`config.mk`:
```
export PLATFORM = sky130hd
export DESIGN_NAME = branch_resolve_unit_flat
export DESIGN_NICKNAME = d
export VERILOG_FILES = /design/src/rtl/bru_pkg.sv /design/src/rtl/bru_if.sv /design/src/rtl/bru_pred_fifo.sv /design/src/rtl/branch_resolve_unit.sv /design/src/flat_wrapper.sv
export SDC_FILE = /design/constraint.sdc
export NUM_CORES = 1
export LEC_CHECK = 0
export BUFFER_PORTS_ARGS = -buffer_cell sky130_fd_sc_hd__buf_4
export CORE_MARGIN = 4
export CORE_UTILIZATION = 29
export CTS_CLUSTER_DIAMETER = 40
export CTS_CLUSTER_SIZE = 20
export DETAILED_ROUTE_END_ITERATION = 8
export PLACE_DENSITY = 0.47
export SETUP_SLACK_MARGIN = 0.2
export SLEW_MARGIN = 20
export SYNTH_ARGS = -nofsm -noshare
export SYNTH_HDL_FRONTEND = slang
export SYNTH_SLANG_ARGS = --single-unit
```
`constraint.sdc`:
```
create_clock -name clk -period 10.6 [get_ports clk]
set_input_delay 1.06 -clock clk [delete_from_list [all_inputs] [get_ports clk]]
set_output_delay 1.06 -clock clk [all_outputs]
set_load 0.1 [all_outputs]
```
`src/rtl/bru_pkg.sv`:
```
// Shared types for the branch resolve unit: prediction queue entry and pc step.
package bru_pkg;

  localparam int BRU_PC_W = 32;
  localparam int PC_INC   = 4;

  typedef struct packed {
    logic [BRU_PC_W-1:0] pc;
    logic                pred_taken;
    logic [BRU_PC_W-1:0] pred_target;
  } bru_entry_t;

endpackage

```
`src/rtl/bru_if.sv`:
```
// Push (IF), resolve (EX) and BTB-update/redirect signals of the branch resolve unit.
interface bru_if #(
  parameter int PC_W = 32
);
  logic            push_valid;
  logic            push_ready;
  logic [PC_W-1:0] push_pc;
  logic            push_pred_taken;
  logic [PC_W-1:0] push_pred_target;
  logic            resolve_valid;
  logic            resolve_taken;
  logic [PC_W-1:0] resolve_target;
  logic            upd_valid;
  logic [PC_W-1:0] upd_source_pc;
  logic [PC_W-1:0] upd_target_pc;
  logic            redirect_valid;
  logic [PC_W-1:0] redirect_pc;
  logic            flush;
  logic            empty;

  modport master (
    output push_valid, push_pc, push_pred_taken, push_pred_target,
    output resolve_valid, resolve_taken, resolve_target,
    input  push_ready, upd_valid, upd_source_pc, upd_target_pc,
    input  redirect_valid, redirect_pc, flush, empty
  );

  modport slave (
    input  push_valid, push_pc, push_pred_taken, push_pred_target,
    input  resolve_valid, resolve_taken, resolve_target,
    output push_ready, upd_valid, upd_source_pc, upd_target_pc,
    output redirect_valid, redirect_pc, flush, empty
  );
endinterface

```
`src/rtl/bru_pred_fifo.sv`:
```
// In-order queue of in-flight predictions; clear empties it and drops a same-cycle push.
module bru_pred_fifo
  import bru_pkg::*;
#(
  parameter int DEPTH = 4
) (
  input  logic       clk,
  input  logic       reset,
  input  logic       push,
  input  bru_entry_t push_data,
  input  logic       pop,
  input  logic       clear,
  output logic       full,
  output logic       empty,
  output bru_entry_t head
);
  localparam int AW = $clog2(DEPTH);

  logic [AW:0] r_wr_ptr;
  logic [AW:0] r_rd_ptr;
  bru_entry_t  r_mem [DEPTH];
  logic        w_do_push;
  logic        w_do_pop;

  // Extra pointer bit flips on each wrap so equal indices can mean full or empty.
  assign full      = (r_wr_ptr[AW] != r_rd_ptr[AW]) && (r_wr_ptr[AW-1:0] == r_rd_ptr[AW-1:0]);
  assign empty     = (r_wr_ptr == r_rd_ptr);
  assign w_do_push = push && !full && !clear;
  assign w_do_pop  = pop && !empty && !clear;
  assign head      = r_mem[r_rd_ptr[AW-1:0]];

  always_ff @(posedge clk) begin
    if (reset || clear) begin
      r_wr_ptr <= '0;
      r_rd_ptr <= '0;
    end else begin
      if (w_do_push) r_wr_ptr <= r_wr_ptr + 1'b1;
      if (w_do_pop)  r_rd_ptr <= r_rd_ptr + 1'b1;
    end
  end

  always_ff @(posedge clk) begin
    if (w_do_push) r_mem[r_wr_ptr[AW-1:0]] <= push_data;
  end
endmodule

```
`src/rtl/branch_resolve_unit.sv`:
```
// Resolves predicted control instructions at EX, emitting BTB updates and redirects.
// Optional BRU_STATS_EN adds branch / mispredict counters.
module branch_resolve_unit
  import bru_pkg::*;
#(
  parameter int DEPTH = 4,
  parameter int PC_W  = BRU_PC_W
) (
  input  logic        clk,
  input  logic        reset,
  bru_if.slave        bus
`ifdef BRU_STATS_EN
  ,
  output logic [31:0] stat_branches,
  output logic [31:0] stat_mispredicts
`endif
);
  // Entry layout lives in the package, so the pc width is fixed there.
  if (PC_W != BRU_PC_W) begin : g_bad_pc_w
    $error("branch_resolve_unit: PC_W must equal bru_pkg::BRU_PC_W");
  end

  logic            w_full;
  logic            w_empty;
  logic            w_push;
  logic            w_accept;
  logic            w_mispredict;
  bru_entry_t      w_head;
  bru_entry_t      w_push_entry;

  logic            r_upd_valid;
  logic [PC_W-1:0] r_upd_source_pc;
  logic [PC_W-1:0] r_upd_target_pc;
  logic            r_redirect_valid;
  logic [PC_W-1:0] r_redirect_pc;

  assign bus.push_ready = !w_full && !reset;
  assign w_push         = bus.push_valid && bus.push_ready;
  assign w_accept       = bus.resolve_valid && !w_empty;
  assign w_mispredict   = (w_head.pred_taken != bus.resolve_taken) ||
                          (w_head.pred_taken && bus.resolve_taken &&
                           (w_head.pred_target != bus.resolve_target));

  assign w_push_entry.pc          = bus.push_pc;
  assign w_push_entry.pred_taken  = bus.push_pred_taken;
  assign w_push_entry.pred_target = bus.push_pred_target;

  bru_pred_fifo #(
    .DEPTH (DEPTH)
  ) u_fifo (
    .clk       (clk),
    .reset     (reset),
    .push      (w_push),
    .push_data (w_push_entry),
    .pop       (w_accept),
    .clear     (w_accept && w_mispredict),
    .full      (w_full),
    .empty     (w_empty),
    .head      (w_head)
  );

  always_ff @(posedge clk) begin
    if (reset) begin
      r_upd_valid      <= 1'b0;
      r_upd_source_pc  <= '0;
      r_upd_target_pc  <= '0;
      r_redirect_valid <= 1'b0;
      r_redirect_pc    <= '0;
    end else begin
      r_upd_valid      <= w_accept && bus.resolve_taken;
      r_redirect_valid <= w_accept && w_mispredict;
      if (w_accept) begin
        r_upd_source_pc <= w_head.pc;
        r_upd_target_pc <= bus.resolve_target;
        r_redirect_pc   <= bus.resolve_taken ? bus.resolve_target
                                             : w_head.pc + PC_W'(PC_INC);
      end
    end
  end

  assign bus.upd_valid      = r_upd_valid;
  assign bus.upd_source_pc  = r_upd_source_pc;
  assign bus.upd_target_pc  = r_upd_target_pc;
  assign bus.redirect_valid = r_redirect_valid;
  assign bus.redirect_pc    = r_redirect_pc;
  assign bus.flush          = r_redirect_valid;
  assign bus.empty          = w_empty;

`ifdef BRU_STATS_EN
  logic [31:0] r_stat_branches;
  logic [31:0] r_stat_mispredicts;

  always_ff @(posedge clk) begin
    if (reset) begin
      r_stat_branches    <= '0;
      r_stat_mispredicts <= '0;
    end else if (w_accept) begin
      r_stat_branches <= r_stat_branches + 32'd1;
      if (w_mispredict) r_stat_mispredicts <= r_stat_mispredicts + 32'd1;
    end
  end

  assign stat_branches    = r_stat_branches;
  assign stat_mispredicts = r_stat_mispredicts;
`endif
endmodule

```
`src/flat_wrapper.sv`:
```
// flat-port wrapper written by rule: the top's interface ports become plain ports
module branch_resolve_unit_flat import bru_pkg::*;
#(
  parameter int DEPTH = 4,
  parameter int PC_W  = BRU_PC_W
)
  (clk, reset, bus_push_valid, bus_push_pc, bus_push_pred_taken, bus_push_pred_target, bus_resolve_valid, bus_resolve_taken, bus_resolve_target, bus_push_ready, bus_upd_valid, bus_upd_source_pc, bus_upd_target_pc, bus_redirect_valid, bus_redirect_pc, bus_flush, bus_empty);
  bru_if #(.PC_W(PC_W)) bus_i ();
  input  logic clk;
  input  logic reset;
  input wire logic [$bits(bus_i.push_valid)-1:0] bus_push_valid;
  input wire logic [$bits(bus_i.push_pc)-1:0] bus_push_pc;
  input wire logic [$bits(bus_i.push_pred_taken)-1:0] bus_push_pred_taken;
  input wire logic [$bits(bus_i.push_pred_target)-1:0] bus_push_pred_target;
  input wire logic [$bits(bus_i.resolve_valid)-1:0] bus_resolve_valid;
  input wire logic [$bits(bus_i.resolve_taken)-1:0] bus_resolve_taken;
  input wire logic [$bits(bus_i.resolve_target)-1:0] bus_resolve_target;
  output wire logic [$bits(bus_i.push_ready)-1:0] bus_push_ready;
  output wire logic [$bits(bus_i.upd_valid)-1:0] bus_upd_valid;
  output wire logic [$bits(bus_i.upd_source_pc)-1:0] bus_upd_source_pc;
  output wire logic [$bits(bus_i.upd_target_pc)-1:0] bus_upd_target_pc;
  output wire logic [$bits(bus_i.redirect_valid)-1:0] bus_redirect_valid;
  output wire logic [$bits(bus_i.redirect_pc)-1:0] bus_redirect_pc;
  output wire logic [$bits(bus_i.flush)-1:0] bus_flush;
  output wire logic [$bits(bus_i.empty)-1:0] bus_empty;
  assign bus_i.push_valid = bus_push_valid;
  assign bus_i.push_pc = bus_push_pc;
  assign bus_i.push_pred_taken = bus_push_pred_taken;
  assign bus_i.push_pred_target = bus_push_pred_target;
  assign bus_i.resolve_valid = bus_resolve_valid;
  assign bus_i.resolve_taken = bus_resolve_taken;
  assign bus_i.resolve_target = bus_resolve_target;
  assign bus_push_ready = bus_i.push_ready;
  assign bus_upd_valid = bus_i.upd_valid;
  assign bus_upd_source_pc = bus_i.upd_source_pc;
  assign bus_upd_target_pc = bus_i.upd_target_pc;
  assign bus_redirect_valid = bus_i.redirect_valid;
  assign bus_redirect_pc = bus_i.redirect_pc;
  assign bus_flush = bus_i.flush;
  assign bus_empty = bus_i.empty;
  branch_resolve_unit #(.DEPTH(DEPTH), .PC_W(PC_W)) u_core (.clk(clk), .reset(reset), .bus(bus_i));
endmodule
```
# Yosys cells after proc, flatten, opt, wreduce, memory -nomap -nowiden
# Memories as Yosys holds them, arrays and structs flattened. A register that Yosys moved wholly into a read port is not among the register bits.
# Cells that the tools add are included.
# totals
register_bits	104
ram_bits	260
inputBits	102
word_cells	39
memories	1
# mem_list
name	depth	word_bits	read_ports	rd_ports_with_merged_regs	write_ports	line_no	rtl
u_core.u_fifo.r_mem	4	65	1	1	1	bru_pred_fifo.sv:21	bru_entry_t r_mem [DEPTH];
# classes
n_addsub	3
n_eq_ne	5
n_mux	5
reduce_logical	18
# ops
operator	count
$add 32x3->32 const B	1
$mux 32	1
$ne 32x32->1	1
$logic_and 1x1->1	12
$add 3x1->3 const B	2
$logic_not 1->1	4
$mux 2	2
$eq 3x3->1	1
$eq 2x2->1	1
$logic_or 1x1->1	2
$mux 1	2
$ne 1x1->1	2

# Logic depth before layout (Yosys ltp)
# Gate-level depths: netlist of run 1.
# depth
ltp_word	9
ltp_mapped	11
mapped_depth_nobuf	7

# Modules after synthesis
# A second synthesis of run 1 with hierarchy kept.
# hier_totals
cells_unflattened	995
hier_area_um2	14502.7
# modules_own_cells
mod	n_inst	cells_per_inst	area_per_inst_um2	seq_area_each_um2
bru_pred_fifo	1	409	9942.0	7967.6
branch_resolve_unit	1	586	4560.6	1961.9

# Least setup slack after synthesis of run 1
# Ideal clock, no wire load.
# synth_path
kind	input port to flip-flop
start	input port reset
end	memory u_core.u_fifo.r_mem[3][0] in the netlist's numbering (enable)
setup_ps	509
arrival_ps	6575
path_slack_ps	3516
path_stages	6
path_buffers	2
cell_sequence	clkbuf_1 > a31oi_1 > and2_1 > clkbuf_1 > nand2_1 > a21oi_1
# synth_between
elab_chain_cells	7
# synth_lines
element	line_no	rtl
start, declared	flat_wrapper.sv:10	input logic reset;
$logic_not 1->1	branch_resolve_unit.sv:37	assign bus.push_ready = !w_full && !reset;
$logic_and 1x1->1	branch_resolve_unit.sv:37	
via bus_push_ready	flat_wrapper.sv:18	output wire logic [$bits(bus_i.push_ready)-1:0] bus_push_ready;
$logic_and 1x1->1	branch_resolve_unit.sv:38	assign w_push = bus.push_valid && bus.push_ready;
$logic_and 1x1->1 (2 in series)	bru_pred_fifo.sv:28	assign w_do_push = push && !full && !clear;
$mux 1	bru_pred_fifo.sv:43	if (w_do_push) r_mem[r_wr_ptr[AW-1:0]] <= push_data;
$mux 1 (implied by the code)	bru_pred_fifo.sv:43	
end, declared	bru_pred_fifo.sv:21	
# The timed path passes the listed nets, and every way through them passes these cells.

==> results of run 1 <==
[worst max-delay path by stage]
stage                     slack (ns)  depth (start not counted)       from                          to
final                           5.36                          9  flip-flop  u_core.u_fifo.r_mem[1][34]
after detailed placement        5.20                          9  flip-flop  u_core.u_fifo.r_mem[1][56]
after floorplan                 3.52                          6      reset   u_core.u_fifo.r_mem[3][0]
after CTS                       5.18                          9  flip-flop  u_core.u_fifo.r_mem[1][30]
after global placement          5.21                          9  flip-flop   u_core.u_fifo.r_mem[1][8]
after global routing            4.91                          9  flip-flop  u_core.u_fifo.r_mem[1][34]
[metrics by stage]
step / util [%] / std cells
final: 37.79 / 1955
after global routing: 37.79 / 1955
after CTS: 37.79 / 1955
after detailed placement: 33.68 / 1843
after global placement: 33.68 / 1843
after floorplan: - / 1016
[routing by layer]
layer	track usage [%]	routed length, um	up-vias
li1	-	-	4276
met1	21.14	18940	4658
met2	25.08	20590	268
met3	3.967	2765	61
met4	4.258	767	6
met5	0	46	-
[state kept, by name, indices dropped and copies added, names as in the netlist, named ones only]
name,cells
u_core.u_fifo.r_mem,260
u_core.bus.redirect_pc,32
u_core.bus.upd_source_pc,32
u_core.bus.upd_target_pc,32
u_core.u_fifo.r_rd_ptr,3
u_core.u_fifo.r_wr_ptr,3
u_core.bus.flush,1
u_core.bus.upd_valid,1
[worst max-delay path, stage by stage, from the launching register on]
cell	delay, ns
dfxtp_4	0.82
buf_4	0.71
mux4_2	0.60
xnor2_1	0.16
nand4_1	0.16
a2111oi_2	0.51
a31oi_2	0.15
buf_4	0.23
a21oi_4	0.61
buf_4	0.73
[synth_stat cells (16+ instances only)]
cell type | count | share of area [%]
nor2_1 | 22 | 0.56
nand4_1 | 19 | 0.81
dfxtp_1 | 106 | 14
nand3_1 | 18 | 0.61
xnor2_1 | 39 | 2.3
xor2_1 | 16 | 0.96
a21oi_1 | 89 | 3.0
clkbuf_1 | 41 | 1.1
mux4_2 | 58 | 8.9
nand2_1 | 181 | 4.6
edfxtp_1 | 260 | 53
[cell type report]
type | instances | share of cell area [%]
sequential | 366 | 52.51
multi-input combinational | 579 | 23.42
timing repair buffer | 215 | 8.531
clock buffer | 68 | 8.201
tap | 672 | 4.444
clock inverter | 44 | 2.678
inverter | 11 | 0.2182
[power groups by stage]
| stage | combinational, mW | clock (mW) | sequential (mW) |
|---|---|---|---|
| after floorplan | 0.334 | 0 | 1.96 |
| after global placement | 0.825 | 0 | 1.69 |
| after detailed placement | 0.829 | 0 | 1.69 |
| after CTS | 0.830 | 2.00 | 1.66 |
| after global routing | 0.867 | 2.06 | 1.67 |
| final | 0.818 | 1.95 | 1.66 |
[kinds of logic after synthesis]
| kind of cell | after synthesis | share of synthesized area, % |
|---|---|---|
| XOR/XNOR | 55 | 3.287 |
| multiplexers | 76 | 10.53 |
| adder cells (fa/ha/maj) | 7 | 0.5975 |
| flip-flops | 366 | 67.75 |
| AND/OR/NAND/NOR | 285 | 8.810 |
| AO/OA/AOI/OAI | 156 | 6.531 |
| buffers and inverters | 71 | 2.501 |
==> flow_summary.yaml, run 1 <==
global_route:
  grt_max_degree: 66
  antenna_found_initial: 5
  grt_pass1_vias: 9353
  grt_overflow: 0
  grt_pass1_wl_um: 62490
  track_usage_pct: 15.63
power:
  p_sw_mw: 1.340
  p_per_area_nw_per_um2: 234.3
  power.total_mw: 4.432
  peakVddDrop_mv: 0.1209
  seqPwrFrac_pct: 37.5
  p_int_mw: 3.092
  clkPwrFrac_pct: 44.0
  p_leak_nw: 6.483
  swShare_pct: 30.24
  comb_power_share_pct: 18.5
clock_network:
  cts_resized: 0
  cts_tree: "built"
  htree_levels: 2
  cts_setup_buffers: 0
  cts_made_buffers: 59
  cts_sinks: 366
  hold_buffers: 0
  cts-root-buf: "clkbuf_16"
  cts.path.max_buffers: 3
  clkTransAtPathRegs_ns: 0.05
  insertion_delay_ns: 0.59
setup_path:
  reg2reg_depth: 9
  critPathLaunchType: "flip-flop"
  end_kind: "flip-flop"
  crit_arrival_ns: 5.45
  regToRegSetupSlack_ns: 5.36
  criticalPathCategory: "reg2reg"
  critPathRequiredTime_ns: 10.81
  path_max_fanout: 48
  r2r-end: "u_core.u_fifo.r_mem[1][34]"
timing:
  relSlewSlack_pct: 32.34
  period_needed_ns: 5.239
  final.setup.worst_slack_ns: 5.361
  fmaxAchievable_mhz: 190.9
  rsz0062_at_grt: "false"
  finalSetupTns_ns: 0
  max_slew.worst_pin.slew_ns: 1.015
  final_max_slew_viol_count: 0
  fin_crit_sh_pct: 49.42
  skew_ns: 0.01905
  final-hold-violation-count: 0
  setup_violations: 0
  whs_ns: 0.4540
die:
  core.rowCount: 82
  io_pins: 203
  fp.dieH_um: 232.8
  core-area_um2: 50070
  die-width_um: 232.8
  die-area_um2: 54200
  initial_utilization_pct: 29.27
finish:
  antennaDiodeCount: 0
  multi_input_area_um2: 4431
  syn_to_final_growth_pct: 29.08
  design_area_um2: 18920
  drive_gt1_share_pct: 31.02
  fillers: 4852
  mostFrequentLayoutCell: "edfxtp_1"
  mostFrequentLayoutCells: "edfxtp_1, buf_4, nand2_1"
  regArea_um2: 9935
  final_nets: 1341
routing:
  antenna_left: 0
  route.detailed.drc: 0
  drtIter0Drc: 712
  wirelength_um: 43110
  drtPass1Iterations: 5
  wire_per_inst_um: 22.05
  via_per_inst: 4.741
  num_vias: 9269
synth:
  ys_seq_area_share_pct: 67.75
  syn_inst: 1016
  ys_seq_elements: 366
  ys.flop_type: "edfxtp_1"
  yosys_warnings: 0
  synthArstFlopShare_pct: 0
  synth-edff-count: 260
  avgSynthCellArea_um2: 14.43
  yosysUniqueCellTypes: 62
  syn_nets: 1125
  synth_area_um2: 14660
min_path:
  min_delay_worst_endpoint: "u_core.bus.redirect_pc[8]"
  hold_path.class: "reg2reg"
  holdCritStartpoint: "u_core.bus.redirect_pc[8]"
  min_path_cells: 2
run_status:
  status: "complete, no violations"
placed_design:
  dp_hpwl_um: 29720
  place.gp.congestion: 0.7986
  place_area_um2: 16860
  portBuffers: 202
  pre_cts_ws_ns: 5.196
run:
  maxCapViolCount: 0
Note: power is estimated with default switching activity, not from simulation.
==> inputs of run 2 (changes only) <==
PLACE_DENSITY = 0.49   (was 0.47)
clock period = 4.4 ns   (was 10.6 ns; I/O delays follow)
==> run 2 against run 1 <==
Effect of this change: sequential power is 140% higher; clock-buffer cell count decreased by 2; clock skew decreased by 0.0035 ns; critical path depth shrank 2; final cell count rose by 0.51%; combinational power grew 150%; global-route usage about the same; register-to-register slack got worse by 4.7 ns; maximum frequency up 39%; hold slack worse by 0.41 ns; critical endpoint is now u_core.u_fifo.r_mem[3][45].
==> flow_summary.yaml, run 2 (synthesized netlist as in run 1, its figures left out) <==
finish:
  regArea_um2: 9935
  multi_input_area_um2: 4437
  instances_no_fill: 1965
  drive_gt1_share_pct: 32.15
  syn_to_final_growth_pct: 29.96
  fillers: 4878
  mostFrequentLayoutCells: "edfxtp_1, buf_4, nand2_1"
  design_area_um2: 19050
  largest_reg_flops: 260
  mostFrequentLayoutCell: "edfxtp_1"
  post-route-util_pct: 38.04
  final_nets: 1350
clock_network:
  htree_levels: 2
  cts_resized: 0
  cts_sinks: 366
  cts.path.max_buffers: 3
  cts_tree: "built"
  cts_made_buffers: 58
  cts_setup_buffers: 0
  cts-root-buf: "clkbuf_16"
  hold_buffers: 0
  insertion_delay_ns: 0.60
  clkTransAtPathRegs_ns: 0.06
global_route:
  track_usage_pct: 15.64
  grt_pass1_vias: 9395
  grt_max_degree: 62
  grt_overflow: 0
  grt_pass1_wl_um: 62700
  antenna_found_initial: 3
power:
  power.total_mw: 10.70
  peakVddDrop_mv: 0.2863
  p_per_area_nw_per_um2: 561.8
  p_leak_nw: 6.560
setup_path:
  critPathRequiredTime_ns: 4.66
  cpMaxStageDelayCell: "dfxtp_4"
  path_buf_inv: 1
  end_kind: "flip-flop"
  criticalPathCategory: "reg2reg"
  crit_arrival_ns: 4.02
  crit_chain: "mux4_2 > ha_1 > or3_1 > nor4_1 > a31oi_2 > a21oi_4 > buf_4"
  cpLargestDelayFamily: "compound AO/OA/AOI/OAI gates"
  critPathLaunchType: "flip-flop"
  path_max_fanout: 23
  slowest_delay_ns: 0.60
placed_design:
  place.gp.congestion: 0.7904
  pre_cts_ws_ns: 0.5786
  dp_cells: 1853
  portBuffers: 202
  place_area_um2: 16990
  dp_hpwl_um: 30200
timing:
  rsz0062_at_grt: "false"
  setup_violations: 0
  max_slew.worst_pin.slew_ns: 1.103
  finalSetupTns_ns: 0
  whs_ns: 0.04578
  fin_crit_sh_pct: 85.47
  skew_ns: 0.01552
  fmaxAchievable_mhz: 265.9
  final.setup.worst_slack_ns: 0.6395
  period_needed_ns: 3.760
  final-hold-violation-count: 0
  final_max_slew_viol_count: 0
  relSlewSlack_pct: 26.26
min_path:
  hold_path.class: "in2reg"
  holdCritStartpoint: "bus_push_pred_target[13]"
routing:
  via_per_inst: 4.779
  antenna_left: 0
  wirelength_um: 43330
  drtIter0Drc: 770
  drtPass1Iterations: 5
  num_vias: 9391
  wire_per_inst_um: 22.05
  route.detailed.drc: 0
run:
  maxCapViolCount: 0
run_status:
  status: "complete, no violations"
die:
  initial_utilization_pct: 29.27
  die-area_um2: 54200
  die-width_um: 232.8
  core.rowCount: 82
  io_pins: 203
  core-area_um2: 50070
  fp.dieH_um: 232.8
## run 2: changes by cell type in the layout (fill, tap and decap cells not counted), moves of 2 or more
cell,before,now
buf_12,0,4
clkinv_1,6,0
inv_4,0,3
diode_2,0,2
clkbuf_1,6,4
buf_4,215,221
inv_6,7,11
## run 2: path summary, 6_finish.rpt
check / cells past startpoint / end / slack, ns
worst max-delay path: 7 / u_core.u_fifo.r_mem[3][45] / 0.64
worst min-delay path: 1 / u_core.u_fifo.r_mem[2][13] / 0.05
worst max register to register: 7 / u_core.u_fifo.r_mem[3][45] / 0.64
worst min register to register: 2 / u_core.bus.upd_source_pc[4] / 0.45
## run 2: layer usage
| layer | global-route usage (%) | routed length [um] |
|---|---|---|
| met4 | 4.819 | 1027 |
| met2 | 24.71 | 20130 |
| met1 | 21.13 | 19220 |
| met5 | 0 | 13 |
| met3 | 4.150 | 2943 |
## run 2: layout make-up
type | instances | area share, %
clock inverters | 44 | 2.660
well taps | 672 | 4.414
multi-input cells | 579 | 23.29
flip-flops and latches | 366 | 52.15
repair buffers | 225 | 9.130
diodes | 2 | 0.02627
inverters | 11 | 0.2168
clock buffers | 66 | 8.106
## run 2: power by group
part / switching (mW) / internal [mW]
combinational: 1.45 / 0.563
clock: 1.72 / 2.98
sequential: 0.115 / 3.87
==> inputs of run 3 (changes only) <==
REMOVE_ABC_BUFFERS = 1   (was not set)
==> run 3 against run 2 <==
Effect of this change: clock power decreased by 2%; global-route usage decreased by 0.14 points; critical path depth increased by 1; non-clock buffer count unchanged; routed wire length decreased by 2.2%; sequential cell count unchanged; largest power group unchanged; largest cell class unchanged; setup slack got worse by 0.12 ns; die area unchanged; design area decreased by 0.24%.
==> flow_summary.yaml, run 3 (synthesized netlist as in run 1, its figures left out) <==
setup_path:
  r2r-end: "u_core.u_fifo.r_mem[3][36]"
  criticalPathCategory: "reg2reg"
  critPathLaunchType: "flip-flop"
  critPathRequiredTime_ns: 4.63
  slowest_delay_ns: 0.56
  cpMaxStageDelayCell: "dfxtp_4"
  crit_chain: "buf_12 > mux4_2 > a22o_1 > or3_1 > nor4_1 > a31oi_2 > a21oi_4 > buf_4"
  end_kind: "flip-flop"
  worstSetupEndpoint: "u_core.u_fifo.r_mem[3][36]"
  path_max_fanout: 27
  regToRegSetupSlack_ns: 0.52
  crit_arrival_ns: 4.11
  reg2reg_depth: 8
placed_design:
  dp_cells: 1853
  dp_hpwl_um: 28540
  place.gp.congestion: 0.7704
  pre_cts_ws_ns: 0.4740
  portBuffers: 202
global_route:
  antenna_found_initial: 6
  track_usage_pct: 15.50
  grt_max_degree: 79
  grt_overflow: 0
  grt_pass1_vias: 9582
  grt_pass1_wl_um: 63020
timing:
  final-hold-violation-count: 0
  setup_violations: 0
  period_needed_ns: 3.878
  final.setup.worst_slack_ns: 0.5216
  rsz0062_at_grt: "false"
  skew_ns: 0.01943
  max_slew.worst_pin.slew_ns: 1.087
  finalSetupTns_ns: 0
  relSlewSlack_pct: 27.32
  final_max_slew_viol_count: 0
  fmaxAchievable_mhz: 257.8
  fin_crit_sh_pct: 88.14
clock_network:
  cts_resized: 0
  cts-root-buf: "clkbuf_16"
  cts_made_buffers: 57
  insertion_delay_ns: 0.60
  clkTransAtPathRegs_ns: 0.06
  cts.path.max_buffers: 3
  cts_setup_buffers: 0
  cts_tree: "built"
  hold_buffers: 0
  cts_sinks: 366
  htree_levels: 2
routing:
  antenna_left: 0
  route.detailed.drc: 0
  drtPass1Iterations: 4
  via_per_inst: 4.794
  num_vias: 9402
  wirelength_um: 42380
  drtIter0Drc: 623
  wire_per_inst_um: 21.61
run_status:
  status: "complete, no violations"
power:
  p_leak_nw: 6.519
  p_int_mw: 7.253
  p_per_area_nw_per_um2: 556.9
  comb_power_share_pct: 19.0
  peakVddDrop_mv: 0.2542
  swShare_pct: 31.46
  power.total_mw: 10.58
  p_sw_mw: 3.329
  clkPwrFrac_pct: 43.5
  seqPwrFrac_pct: 37.5
finish:
  mostFrequentLayoutCells: "edfxtp_1, buf_4, nand2_1"
  antennaDiodeCount: 0
  instances_no_fill: 1961
  syn_to_final_growth_pct: 29.65
  drive_gt1_share_pct: 31.81
  largest_reg_flops: 260
  final_nets: 1349
  post-route-util_pct: 37.95
  mostFrequentLayoutCell: "edfxtp_1"
die:
  core.rowCount: 82
  die-width_um: 232.8
  initial_utilization_pct: 29.27
  fp.dieH_um: 232.8
  core-area_um2: 50070
  io_pins: 203
  die-area_um2: 54200
run:
  maxCapViolCount: 0
min_path:
  min_path_cells: 1
  hold_path.class: "in2reg"
## run 3: changes by cell type in the layout (fill, tap and decap cells not counted), moves of 3 or more
cell / before / now
inv_6: 11 / 8
clkinv_2: 8 / 5
inv_4: 3 / 0
clkinvlp_4: 5 / 8
inv_8: 2 / 8
clkinv_1: 0 / 3
## run 3: worst max-delay path, delay by kind of cell, from the launching register on
kind            cells  cell delay, ns
flops               1            0.56
simple gates        2            0.69
compound gates      3            1.01
buf+inv             2            0.70
mux                 1            0.53
## run 3: per-stage QoR
stage / area (um^2) / hold slack (ns)
6_report: 19000 / 0.04364
5_1_grt: 19000 / 0.01959
4_1_cts: 19000 / 0.004360
3_5_place_dp: 17010 / 0.4482
3_3_place_gp: 17010 / 0.4430
2_1_floorplan: 14330 / 0.4803
## run 3: area by class of cell
class                   count  area, um^2
clock buffers              62        1488
clock inverters            46       500.5
fillers                  4868       31070
inverters                  11       41.29
multi-input cells         579        4431
flip-flops and latches    366        9937
well taps                 672       840.8
repair buffers            225        1764
## run 3: power groups by stage
stage | Combinational [mW] | Clock [mW] | Sequential [mW]
global placement | 2.03 | 0 | 4.04
CTS | 2.05 | 4.71 | 3.97
floorplan | 0.686 | 0 | 4.78
finish | 2.01 | 4.60 | 3.97
global route | 2.14 | 4.86 | 3.99
detailed placement | 2.04 | 0 | 4.04
## run 3: worst min-delay path by stage
| stage | startpoint | end |
|---|---|---|
| global route | bus_push_pc[15] | u_core.u_fifo.r_mem[3][48] |
| floorplan | u_core.u_fifo.r_rd_ptr[1] | flip-flop |
| CTS | bus_push_pc[21] | u_core.u_fifo.r_mem[1][54] |
| detailed placement | u_core.bus.upd_target_pc[28] | u_core.bus.upd_target_pc[28] |
| global placement | u_core.bus.redirect_pc[6] | u_core.bus.redirect_pc[6] |
| finish | bus_push_pc[29] | u_core.u_fifo.r_mem[2][62] |
## run 3: layer usage
metal | vias to the layer above | GRT usage (%) | wire, um
met5 | - | 0 | 70
met4 | 12 | 4.165 | 737
met3 | 74 | 4.199 | 2892
met2 | 279 | 23.89 | 19470
met1 | 4741 | 21.65 | 19210
li1 | 4296 | - | -
